### config.mk
export PLATFORM = sky130hd
export DESIGN_NAME = phase_error_detector_flat
export DESIGN_NICKNAME = d
export VERILOG_FILES = /design/src/rtl/adpll_pkg.sv /design/src/rtl/phase_error_detector_if.sv /design/src/rtl/edge_sync.sv /design/src/rtl/phase_error_detector.sv /design/src/flat_wrapper.sv
export SDC_FILE = /design/constraint.sdc
export NUM_CORES = 1
export LEC_CHECK = 0
export CAP_MARGIN = 20
export CORE_ASPECT_RATIO = 0.6
export CORE_MARGIN = 2
export CORE_UTILIZATION = 45
export CTS_CLUSTER_DIAMETER = 60
export DETAILED_ROUTE_END_ITERATION = 8
export PLACE_DENSITY = 0.66
export SKIP_LAST_GASP = 1
export SLEW_MARGIN = 20
export SYNTH_ARGS = -nofsm -noshare
export SYNTH_HDL_FRONTEND = slang
export SYNTH_HIERARCHICAL = 1
export SYNTH_SLANG_ARGS = --single-unit
### constraint.sdc
create_clock -name gen_clk_i -period 4.2 [get_ports gen_clk_i]
set_input_delay 0.84 -clock gen_clk_i [delete_from_list [all_inputs] [get_ports gen_clk_i]]
set_output_delay 0.84 -clock gen_clk_i [all_outputs]
set_load 0.01 [all_outputs]
### src/rtl/adpll_pkg.sv
// adpll_pkg: types and helpers shared across the ADPLL front end.
//   pd_state_t  - phase detector FSM states
//   err_max()   - largest magnitude a symmetric signed error of a given width may carry
//   sat_signed()- clamp a signed value to +/-err_max(width); shared with the loop
//                 filter and DCO control so every stage saturates the same way
package adpll_pkg;

    typedef enum logic [2:0] {
        IDLE,
        REF_LEAD,
        FB_LEAD,
        WAIT_FB,
        WAIT_REF
    } pd_state_t;

    function automatic int err_max(input int width);
        return (1 << (width - 1)) - 1;
    endfunction

    // Symmetric clamp: the most negative two's complement code is never produced.
    function automatic logic signed [31:0] sat_signed(input logic signed [31:0] val,
                                                      input int               width);
        logic signed [31:0] hi;
        hi = err_max(width);
        if (val > hi) begin
            return hi;
        end
        if (val < -hi) begin
            return -hi;
        end
        return val;
    endfunction

endpackage

### src/rtl/phase_error_detector_if.sv
// phase_error_detector_if: bundle of the detector's measurement inputs and
// error/status outputs.
//   enable_i       - measurement enable
//   ref_i, fb_i    - asynchronous reference and divided DCO feedback
//   error_o        - signed saturated phase error, nonzero only with error_valid_o
//   error_valid_o  - one-cycle strobe per comparison
//   slip_o         - one-cycle strobe on timeout / double same-side edge
//   lock_o         - level, high while locked
// master: the side that drives enable/ref/fb; slave: the detector.
interface phase_error_detector_if #(
    parameter int ERROR_WIDTH = 8
);
    logic                          enable_i;
    logic                          ref_i;
    logic                          fb_i;
    logic signed [ERROR_WIDTH-1:0] error_o;
    logic                          error_valid_o;
    logic                          slip_o;
    logic                          lock_o;

    modport master (
        output enable_i, ref_i, fb_i,
        input  error_o, error_valid_o, slip_o, lock_o
    );

    modport slave (
        input  enable_i, ref_i, fb_i,
        output error_o, error_valid_o, slip_o, lock_o
    );
endinterface

### src/rtl/edge_sync.sv
// edge_sync: brings an asynchronous level into the gen_clk_i domain through
// SYNC_STAGES flops and produces a registered one-cycle pulse on each rising edge.
//   gen_clk_i - system clock
//   reset_i   - synchronous active-high reset, clears every flop
//   async_i   - asynchronous input level
//   pulse_o   - one-cycle pulse per synchronised rising edge
module edge_sync #(
    parameter int SYNC_STAGES = 2
) (
    input  logic gen_clk_i,
    input  logic reset_i,
    input  logic async_i,
    output logic pulse_o
);

    logic [SYNC_STAGES-1:0] sync_q, sync_d;
    logic                   prev_q, prev_d;
    logic                   pulse_q, pulse_d;

    always_comb begin
        sync_d  = {sync_q[SYNC_STAGES-2:0], async_i};
        prev_d  = sync_q[SYNC_STAGES-1];
        pulse_d = sync_q[SYNC_STAGES-1] & ~prev_q;
    end

    always_ff @(posedge gen_clk_i) begin
        if (reset_i) begin
            sync_q  <= '0;
            prev_q  <= 1'b0;
            pulse_q <= 1'b0;
        end else begin
            sync_q  <= sync_d;
            prev_q  <= prev_d;
            pulse_q <= pulse_d;
        end
    end

    assign pulse_o = pulse_q;

endmodule

### src/rtl/phase_error_detector.sv
// phase_error_detector: counter-based phase/frequency detector at the front of
// the ADPLL. Counts gen_clk_i cycles between synchronised rising edges of ref_i
// and fb_i and emits one signed saturated error sample per comparison
// (positive = feedback lags reference), flags cycle slips and reports lock.
//   gen_clk_i - system clock (only clock)
//   reset_i   - synchronous active-high reset
//   pd        - phase_error_detector_if.slave: enable_i, ref_i, fb_i in;
//               error_o, error_valid_o, slip_o, lock_o out (all registered)
module phase_error_detector
    import adpll_pkg::*;
#(
    parameter int ERROR_WIDTH = 8,
    parameter int SYNC_STAGES = 2,
    parameter int LOCK_TOL    = 2,
    parameter int LOCK_COUNT  = 4
) (
    input  logic                          gen_clk_i,
    input  logic                          reset_i,
    phase_error_detector_if.slave         pd
);

    localparam int                     ERR_MAX   = err_max(ERROR_WIDTH);
    localparam logic [ERROR_WIDTH-1:0] CNT_MAX   = ERROR_WIDTH'(ERR_MAX);
    localparam logic [ERROR_WIDTH-1:0] CNT_ONE   = ERROR_WIDTH'(1);
    localparam int                     LCW       = $clog2(LOCK_COUNT + 1);
    localparam logic [LCW-1:0]         LOCK_FULL = LCW'(LOCK_COUNT);

    logic ref_e;
    logic fb_e;

    pd_state_t                     state_q, state_d;
    logic [ERROR_WIDTH-1:0]        cnt_q, cnt_d;
    logic [LCW-1:0]                lock_cnt_q, lock_cnt_d;
    logic signed [ERROR_WIDTH-1:0] error_q, error_d;
    logic                          valid_q, valid_d;
    logic                          slip_q, slip_d;
    logic                          lock_q, lock_d;

    logic                          emit;
    logic                          emit_slip;
    logic signed [31:0]            emit_val;
    logic signed [31:0]            err_sat;
    logic signed [31:0]            abs_err;

    // Both paths share the same synchroniser latency, so it cancels in the
    // measured distance.
    edge_sync #(.SYNC_STAGES(SYNC_STAGES)) u_ref_sync (
        .gen_clk_i (gen_clk_i),
        .reset_i   (reset_i),
        .async_i   (pd.ref_i),
        .pulse_o   (ref_e)
    );

    edge_sync #(.SYNC_STAGES(SYNC_STAGES)) u_fb_sync (
        .gen_clk_i (gen_clk_i),
        .reset_i   (reset_i),
        .async_i   (pd.fb_i),
        .pulse_o   (fb_e)
    );

    // State register and output registers
    always_ff @(posedge gen_clk_i) begin
        if (reset_i) begin
            state_q    <= IDLE;
            cnt_q      <= '0;
            lock_cnt_q <= '0;
            error_q    <= '0;
            valid_q    <= 1'b0;
            slip_q     <= 1'b0;
            lock_q     <= 1'b0;
        end else begin
            state_q    <= state_d;
            cnt_q      <= cnt_d;
            lock_cnt_q <= lock_cnt_d;
            error_q    <= error_d;
            valid_q    <= valid_d;
            slip_q     <= slip_d;
            lock_q     <= lock_d;
        end
    end

    // Next-state logic: decides when a sample is emitted and its raw value.
    // Edges take priority over the timeout, so an edge landing exactly on
    // cnt==ERR_MAX is still a clean measurement.
    always_comb begin
        state_d   = state_q;
        cnt_d     = cnt_q;
        emit      = 1'b0;
        emit_slip = 1'b0;
        emit_val  = '0;
        if (!pd.enable_i) begin
            state_d = IDLE;
            cnt_d   = '0;
        end else begin
            case (state_q)
                IDLE: begin
                    if (ref_e && fb_e) begin
                        emit = 1'b1;
                    end else if (ref_e) begin
                        cnt_d   = CNT_ONE;
                        state_d = REF_LEAD;
                    end else if (fb_e) begin
                        cnt_d   = CNT_ONE;
                        state_d = FB_LEAD;
                    end
                end
                REF_LEAD: begin
                    if (fb_e) begin
                        emit     = 1'b1;
                        emit_val = signed'(32'(cnt_q));
                        if (ref_e) begin
                            cnt_d = CNT_ONE;
                        end else begin
                            cnt_d   = '0;
                            state_d = IDLE;
                        end
                    end else if (ref_e) begin
                        emit      = 1'b1;
                        emit_slip = 1'b1;
                        emit_val  = ERR_MAX;
                        cnt_d     = CNT_ONE;
                    end else if (cnt_q == CNT_MAX) begin
                        emit      = 1'b1;
                        emit_slip = 1'b1;
                        emit_val  = ERR_MAX;
                        cnt_d     = '0;
                        state_d   = WAIT_FB;
                    end else begin
                        cnt_d = cnt_q + CNT_ONE;
                    end
                end
                FB_LEAD: begin
                    if (ref_e) begin
                        emit     = 1'b1;
                        emit_val = -signed'(32'(cnt_q));
                        if (fb_e) begin
                            cnt_d = CNT_ONE;
                        end else begin
                            cnt_d   = '0;
                            state_d = IDLE;
                        end
                    end else if (fb_e) begin
                        emit      = 1'b1;
                        emit_slip = 1'b1;
                        emit_val  = -ERR_MAX;
                        cnt_d     = CNT_ONE;
                    end else if (cnt_q == CNT_MAX) begin
                        emit      = 1'b1;
                        emit_slip = 1'b1;
                        emit_val  = -ERR_MAX;
                        cnt_d     = '0;
                        state_d   = WAIT_REF;
                    end else begin
                        cnt_d = cnt_q + CNT_ONE;
                    end
                end
                WAIT_FB: begin
                    if (fb_e) begin
                        state_d = IDLE;
                    end
                end
                WAIT_REF: begin
                    if (ref_e) begin
                        state_d = IDLE;
                    end
                end
                default: begin
                    state_d = IDLE;
                    cnt_d   = '0;
                end
            endcase
        end
    end

    // Output logic: saturate the sample, update the lock counter and registers.
    // lock_d looks at the counter already updated by the previous strobe, which
    // places lock_o changes one cycle after the strobe that caused them.
    always_comb begin
        err_sat    = sat_signed(emit_val, ERROR_WIDTH);
        abs_err    = (err_sat < 0) ? -err_sat : err_sat;
        error_d    = emit ? ERROR_WIDTH'(err_sat) : '0;
        valid_d    = emit;
        slip_d     = emit_slip;
        lock_cnt_d = lock_cnt_q;
        if (!pd.enable_i) begin
            lock_cnt_d = '0;
        end else if (emit) begin
            if (emit_slip || (abs_err > LOCK_TOL)) begin
                lock_cnt_d = '0;
            end else if (lock_cnt_q != LOCK_FULL) begin
                lock_cnt_d = lock_cnt_q + LCW'(1);
            end
        end
        lock_d = pd.enable_i && (lock_cnt_q == LOCK_FULL);
    end

    assign pd.error_o       = error_q;
    assign pd.error_valid_o = valid_q;
    assign pd.slip_o        = slip_q;
    assign pd.lock_o        = lock_q;

endmodule
### src/flat_wrapper.sv
// flat-port wrapper written by rule: the top's interface ports become plain ports
module phase_error_detector_flat import adpll_pkg::*;
#(
    parameter int ERROR_WIDTH = 8,
    parameter int SYNC_STAGES = 2,
    parameter int LOCK_TOL    = 2,
    parameter int LOCK_COUNT  = 4
)
  (gen_clk_i, reset_i, pd_enable_i, pd_ref_i, pd_fb_i, pd_error_o, pd_error_valid_o, pd_slip_o, pd_lock_o);
  phase_error_detector_if #(.ERROR_WIDTH(ERROR_WIDTH)) pd_i ();
  input  logic gen_clk_i;
  input  logic reset_i;
  input wire logic [$bits(pd_i.enable_i)-1:0] pd_enable_i;
  input wire logic [$bits(pd_i.ref_i)-1:0] pd_ref_i;
  input wire logic [$bits(pd_i.fb_i)-1:0] pd_fb_i;
  output wire logic [$bits(pd_i.error_o)-1:0] pd_error_o;
  output wire logic [$bits(pd_i.error_valid_o)-1:0] pd_error_valid_o;
  output wire logic [$bits(pd_i.slip_o)-1:0] pd_slip_o;
  output wire logic [$bits(pd_i.lock_o)-1:0] pd_lock_o;
  assign pd_i.enable_i = pd_enable_i;
  assign pd_i.ref_i = pd_ref_i;
  assign pd_i.fb_i = pd_fb_i;
  assign pd_error_o = pd_i.error_o;
  assign pd_error_valid_o = pd_i.error_valid_o;
  assign pd_slip_o = pd_i.slip_o;
  assign pd_lock_o = pd_i.lock_o;
  phase_error_detector #(.ERROR_WIDTH(ERROR_WIDTH), .SYNC_STAGES(SYNC_STAGES), .LOCK_TOL(LOCK_TOL), .LOCK_COUNT(LOCK_COUNT)) u_core (.gen_clk_i(gen_clk_i), .reset_i(reset_i), .pd(pd_i));
endmodule
* Yosys cells after proc, flatten, opt, wreduce, memory -nomap -nowiden *
Cells that the tools add are included.

storage, ports and cells
  input port bits = 5
  flip-flop bits (word level) = 33
  word-level logic and storage cells = 109
  output and inout port bits = 11

cells by class
  $add $sub $neg = 4
  multiplexer cells = 55
  order comparisons = 4
  equality and inequality tests = 15
  reductions and logical operators = 11
  bitwise gates (word level) = 7

operators by type and width
  kind                   number
  $mux W32               11
  $mux W8                8
  $pmux W32 S2           1
  $mux W3                15
  $gt A32 B3 Y1 const B  1
  $gt A32 B8 Y1 const B  1
  $lt A32 B1 Y1 const B  1
  $lt A32 B8 Y1 const B  1
  $neg A32 Y32           1
  $neg A8 Y32            1
  $pmux W8 S4            1
  $mux W1                15
  $pmux W3 S5            1
  $ne A2 B2 Y1 const B   5
  $add A8 B1 Y8 const B  1
  $eq A8 B7 Y1 const B   1
  $reduce_and A8 Y1      1
  $mux W7                1
  $eq A3 B2 Y1 const B   2
  $eq A3 B3 Y1 const B   2
  $ne A3 B2 Y1 const B   2
  $ne A3 B3 Y1 const B   2
  $reduce_or A2 Y1       3
  $not A1 Y1             5
  11 further kinds       13

* Logic depth before layout (Yosys ltp) *
  word-level depth = 17
  gate-level depth with buffers = 23
  mapped depth without buffers = 22

* Cells and area by module *
Netlist, hierarchy kept.

modules (own cells, without submodules)
  module                seq. area each (sq um)  cells each  area an instance (sq um)  instances
  phase_error_detector  500.5                   284         2124.5                    1
  edge_sync             80.1                    8           111.4                     2

* Worst setup path after synthesis *
Ideal clock, no wire load.

  path type = flip-flop to flip-flop
  start = register u_core.cnt_q[0]
  end = register u_core.lock_cnt_q[2]
  clock period less this slack = 4498 ps
  data arrival time = 4425 ps
  path slack = -298 ps
  path buffers = 1
  stages on the path, launching flop included = 24
  cell sequence = dfxtp_1 -> clkbuf_1 -> inv_1 -> ha_1 -> nor3b_1 -> and3_1 -> a211oi_1 -> nand2_1 -> nor3b_1 -> nand4_1 -> nand4bb_1 -> ha_1 -> nand2b_1 -> a211oi_1 -> a32oi_1 -> and2_2 -> ha_1 -> inv_1 -> a2111oi_2 -> nor3b_1 -> a21oi_1 -> a211oi_2 -> a41oi_1 -> nor3_2

on the way
  longest elaborated chain between the ends = 17
  elaborated cells on any way between the ends = 37

RTL lines
  item                                                                  line                        RTL
  from (decl)                                                           phase_error_detector.sv:32  logic [ERROR_WIDTH-1:0] cnt_q, cnt_d;
  from (signal assigned)                                                phase_error_detector.sv:73  cnt_q <= cnt_d;
  parallel branches: the longest is 17 deep, another holds $neg A8 Y32  -
  to (signal assigned)                                                  phase_error_detector.sv:74  lock_cnt_q <= lock_cnt_d;
  to (decl)                                                             phase_error_detector.sv:33  logic [LCW-1:0] lock_cnt_q, lock_cnt_d;

Parallel ways; which one is timed is not known. The select of a mux whose other input is x is not followed.
A chain may end at the register's enable or synchronous reset.

* Worst setup path after layout *
  start = register u_core.cnt_q[0]
  end = register u_core.lock_cnt_q[0]

The elaborated chain is that of the path after synthesis.

==> flow_summary.json <==
{
  "antenna_found_initial": 0,
  "drcViolationCount": 0,
  "nets": 389,
  "grt_util_all_layers_pct": 26.0,
  "htreeDepth": 2,
  "regToRegStartpoint": "u_core/cnt_q[0]",
  "required_ns": 4.42,
  "r2r_setup_slack_ns": 0.02,
  "syn_nets": 313,
  "internal_power_w": 0.000540,
  "detailed_place_hpwl_um": 5490,
  "die_h_um": 59.9,
  "critPathMaxFanout": 6,
  "pwr-share-comb_pct": 9.6,
  "cts_tree": "yes",
  "worst_pin_slew_ns": 0.783,
  "dp_cells": 418,
  "slowest_delay_ns": 0.58,
  "relSlewSlack_pct": 47.3,
  "ys_top_cells_by_area": "dfxtp_1 28%, nor2_1 5.3%, ha_1 4.3%, a21oi_1 4.1%, nand3_1 3.6%",
  "synth-seq-area-share_pct": 28.1,
  "clock_power_share_pct": 45.4,
  "ant_nets": 0,
  "synth_fa_ha_area_share_pct": 4.26,
  "synthSimpleGateAreaFrac_pct": 34.4,
  "cp-endpoint": "u_core/lock_cnt_q[0]",
  "grt_max_degree": 14,
  "wl_met1_um": 3600,
  "first_iter_violations": 325,
  "grt_pass1_vias": 2288,
  "cp-startpoint": "u_core/cnt_q[0]",
  "ys_types": 63,
  "highest_layer": "met4",
  "wire_per_inst_um": 17.3,
  "place_ws_ns": -0.367,
  "cts_sinks": 33,
  "start_util_pct": 46.4,
  "yosysTopAreaCell": "dfxtp_1",
  "core_sq_um": 5050,
  "cp-start-kind": "flop",
  "gp_congestion": 1.00,
  "port_buffers": 15,
  "p_switching_w": 0.000168,
  "finClkSkew_ns": 0.00262,
  "cts_inserted_buffers": 5,
  "async_flop_share_pct": 0,
  "grt_pass1_wl_um": 11700,
  "cp_data_arrival_time_ns": 4.40,
  "multi_input_area_sq_um": 1800,
  "grt_remaining_overflow": 0,
  "holdPathStages": 1,
  "synth_warnings": 6,
  "rows": 20,
  "synth_edf_count": 0,
  "io_pins": 16,
  "setup-violations-final": 0,
  "timing.final.crit_share_pct": 99.6,
  "synth_compound_area_share_pct": 24.3,
  "die-area_sq_um": 5830,
  "synthFlopType": "dfxtp_1",
  "drt_pre_antenna_iters": 7,
  "layout_min_cycle_time_ns": 4.18,
  "clock_latency_ns": 0.29,
  "max_freq_mhz": 239,
  "worstSetupPathType": "flop to flop",
  "netlist_area_sq_um": 2350,
  "diodes": 0,
  "wl_met3_um": 843,
  "hold_viol": 0,
  "power_leakage_nw": 1.36,
  "synth_seq_cells": 33,
  "layout.cells.non_filler": 443,
  "vias": 2657,
  "syn-instance-count": 300,
  "synth.cells.most_frequent": "33 x dfxtp_1, 33 x nor2_1, 22 x nand2_1, 19 x a21oi_1, 17 x nand3_1",
  "fillers": 416,
  "r2r_cells": 21,
  "root_buffer": "clkbuf_8",
  "synthToLayoutAreaGrowth_pct": 46.2,
  "worst_slack_ns": 0.0177,
  "powerDensity_nw_per_um2": 206,
  "synth_top_family_by_area": "simple AND/OR/NAND/NOR gates",
  "final_area_sq_um": 3430,
  "cts_max_path_buffers": 2,
  "hp-class": "flop to flop",
  "endpoint_kind": "flop",
  "p_sw_share_pct": 23.7,
  "reg2reg_to": "u_core/lock_cnt_q[0]",
  "drive_above_1_share_pct": 36.9,
  "grt_setup_unrepaired": "true",
  "finalMaxSlewViolations": 0,
  "dpl_cell_area_sq_um": 2980,
  "yosys-mux-area-fraction_pct": 0.426,
  "vias_per_cell": 6.00,
  "drv_cap": 0,
  "status": "complete, no violations",
  "seqPwrFrac_pct": 45.0,
  "setup_tns_ns": 0,
  "die_w_um": 97.2,
  "wl_met2_um": 3170,
  "path_cells": "or4_4 > o21ai_2 > o32a_4 > nand2_1 > nor3b_2 > nand4_1 > nand4bb_4 > ha_4 > nand2b_4 > a211oi_2 > a32oi_2 > and2_4 > ha_4 > inv_2 > buf_4 > o2111ai_1 > a41o_1 > a211oi_4 > buf_4 > nand4_1 > o211ai_1",
  "syn_avg_cell_area_sq_um": 7.82,
  "clkTransAtPathRegs_ns": 0.07,
  "routed_wl_um": 7680,
  "synth_top_area_share_pct": 28.1,
  "ir_drop_mv": 0.177,
  "regArea_sq_um": 677,
  "crit_path_top_delay_cell": "or4_4",
  "synth_xor_area_share_pct": 2.61
}
## repair_timing
action                                  in CTS  in global routing
setup buffers                               11                  7
pin swaps                                   15                 16
endpoints found under the setup margin       3                  3
resized for setup                           23                 28
hold buffers                                 0                  0
## worst min-delay path by stage
stage                                         from                         to  slack [ns]
after global placement     u_core/u_fb_sync/prev_q   u_core/u_fb_sync/pulse_o        0.39
after floorplan            u_core/u_fb_sync/prev_q   u_core/u_fb_sync/pulse_o        0.39
final                     u_core/u_ref_sync/prev_q  u_core/u_ref_sync/pulse_o        0.40
after detailed placement  u_core/u_ref_sync/prev_q  u_core/u_ref_sync/pulse_o        0.40
after global routing      u_core/u_ref_sync/prev_q  u_core/u_ref_sync/pulse_o        0.41
after CTS                 u_core/u_ref_sync/prev_q  u_core/u_ref_sync/pulse_o        0.41
## state kept, by name, indices dropped and copies added (netlist names)
register and count:
u_core/pd.lock_o 1, u_core/u_ref_sync/sync_q 2, u_core/pd.error_o 8, u_core/u_fb_sync/sync_q 2, u_core/pd.error_valid_o 1, u_core/cnt_q 8, u_core/pd.slip_o 1, u_core/u_ref_sync/prev_q 1
u_core/u_ref_sync/pulse_o 1, u_core/lock_cnt_q 3, u_core/u_fb_sync/prev_q 1, u_core/state_q 3, u_core/u_fb_sync/pulse_o 1
## power groups by stage
stage	registers, W	clock network [W]	logic [W]
2_1_floorplan	0.000325	0	0.0000357
3_3_place_gp	0.000326	0	0.0000571
3_5_place_dp	0.000326	0	0.0000576
4_1_cts	0.000318	0.000327	0.0000610
5_1_grt	0.000319	0.000340	0.0000736
6_report	0.000318	0.000321	0.0000678
## cell type report
class	count	share of cell area (%)
Timing Repair Buffer	87	20.3
Clock buffer	6	2.41
Inverter	14	1.53
Multi-Input combinational cell	235	52.5
Tap cell	66	2.41
Clock inverter	2	1.09
Sequential cell	33	19.7
## cells in the final DEF (no fill, tap or decap), types with 4 or more instances in the layout
cell type        count
o211ai_1             5
inv_1               11
nand4_1              5
nor2_1              32
nand2_1             20
o21ai_0              7
and2_1               4
nor3b_2              5
nand3_1             16
clkbuf_8             6
a21oi_1             17
nor2b_1              8
dfxtp_2              4
buf_4               70
xnor2_1              4
dfxtp_1             26
nor3_1               9
ha_1                 4
a211oi_1             4
clkdlybuf4s50_1     14
a31oi_1              6
## critical path: cells and delay by family (launching register included)
kind	cells	cell delay (ns)
flip-flops	1	0.38
buffers and inverters	3	0.36
AO/OA/AOI/OAI	8	1.46
AND/OR/NAND/NOR	8	1.53
adder cells (fa/ha/maj)	2	0.38
## metrics by stage
stage          utilization (%)  hold WS [ns]  total power (W)
2_1_floorplan                -         0.387         0.000361
3_3_place_gp              58.9         0.393         0.000384
3_5_place_dp              58.9         0.401         0.000384
4_1_cts                   64.6         0.410         0.000707
5_1_grt                   67.9         0.413         0.000733
6_report                  67.9         0.404         0.000708
## metal layers
layer / up-vias / GRT usage [%]
met1: 1258 / 39.1
li1: 1265 / -
met2: 125 / 35.8
met5: - / 0
met4: 0 / 5.36
met3: 9 / 8.54
## cells by family (layout without fill, tap and decap cells)
| family | count (synthesis) | after routing |
|---|---|---|
| and+or+nand+nor | 142 | 142 |
| AOI/OAI and AO/OA | 77 | 77 |
| DFF | 33 | 33 |
| buffers and inverters | 32 | 109 |
| adders and majority gates | 8 | 8 |
| xor gates and xnor gates | 7 | 7 |
| muxes | 1 | 1 |
Power figures use the tool's default switching activity.
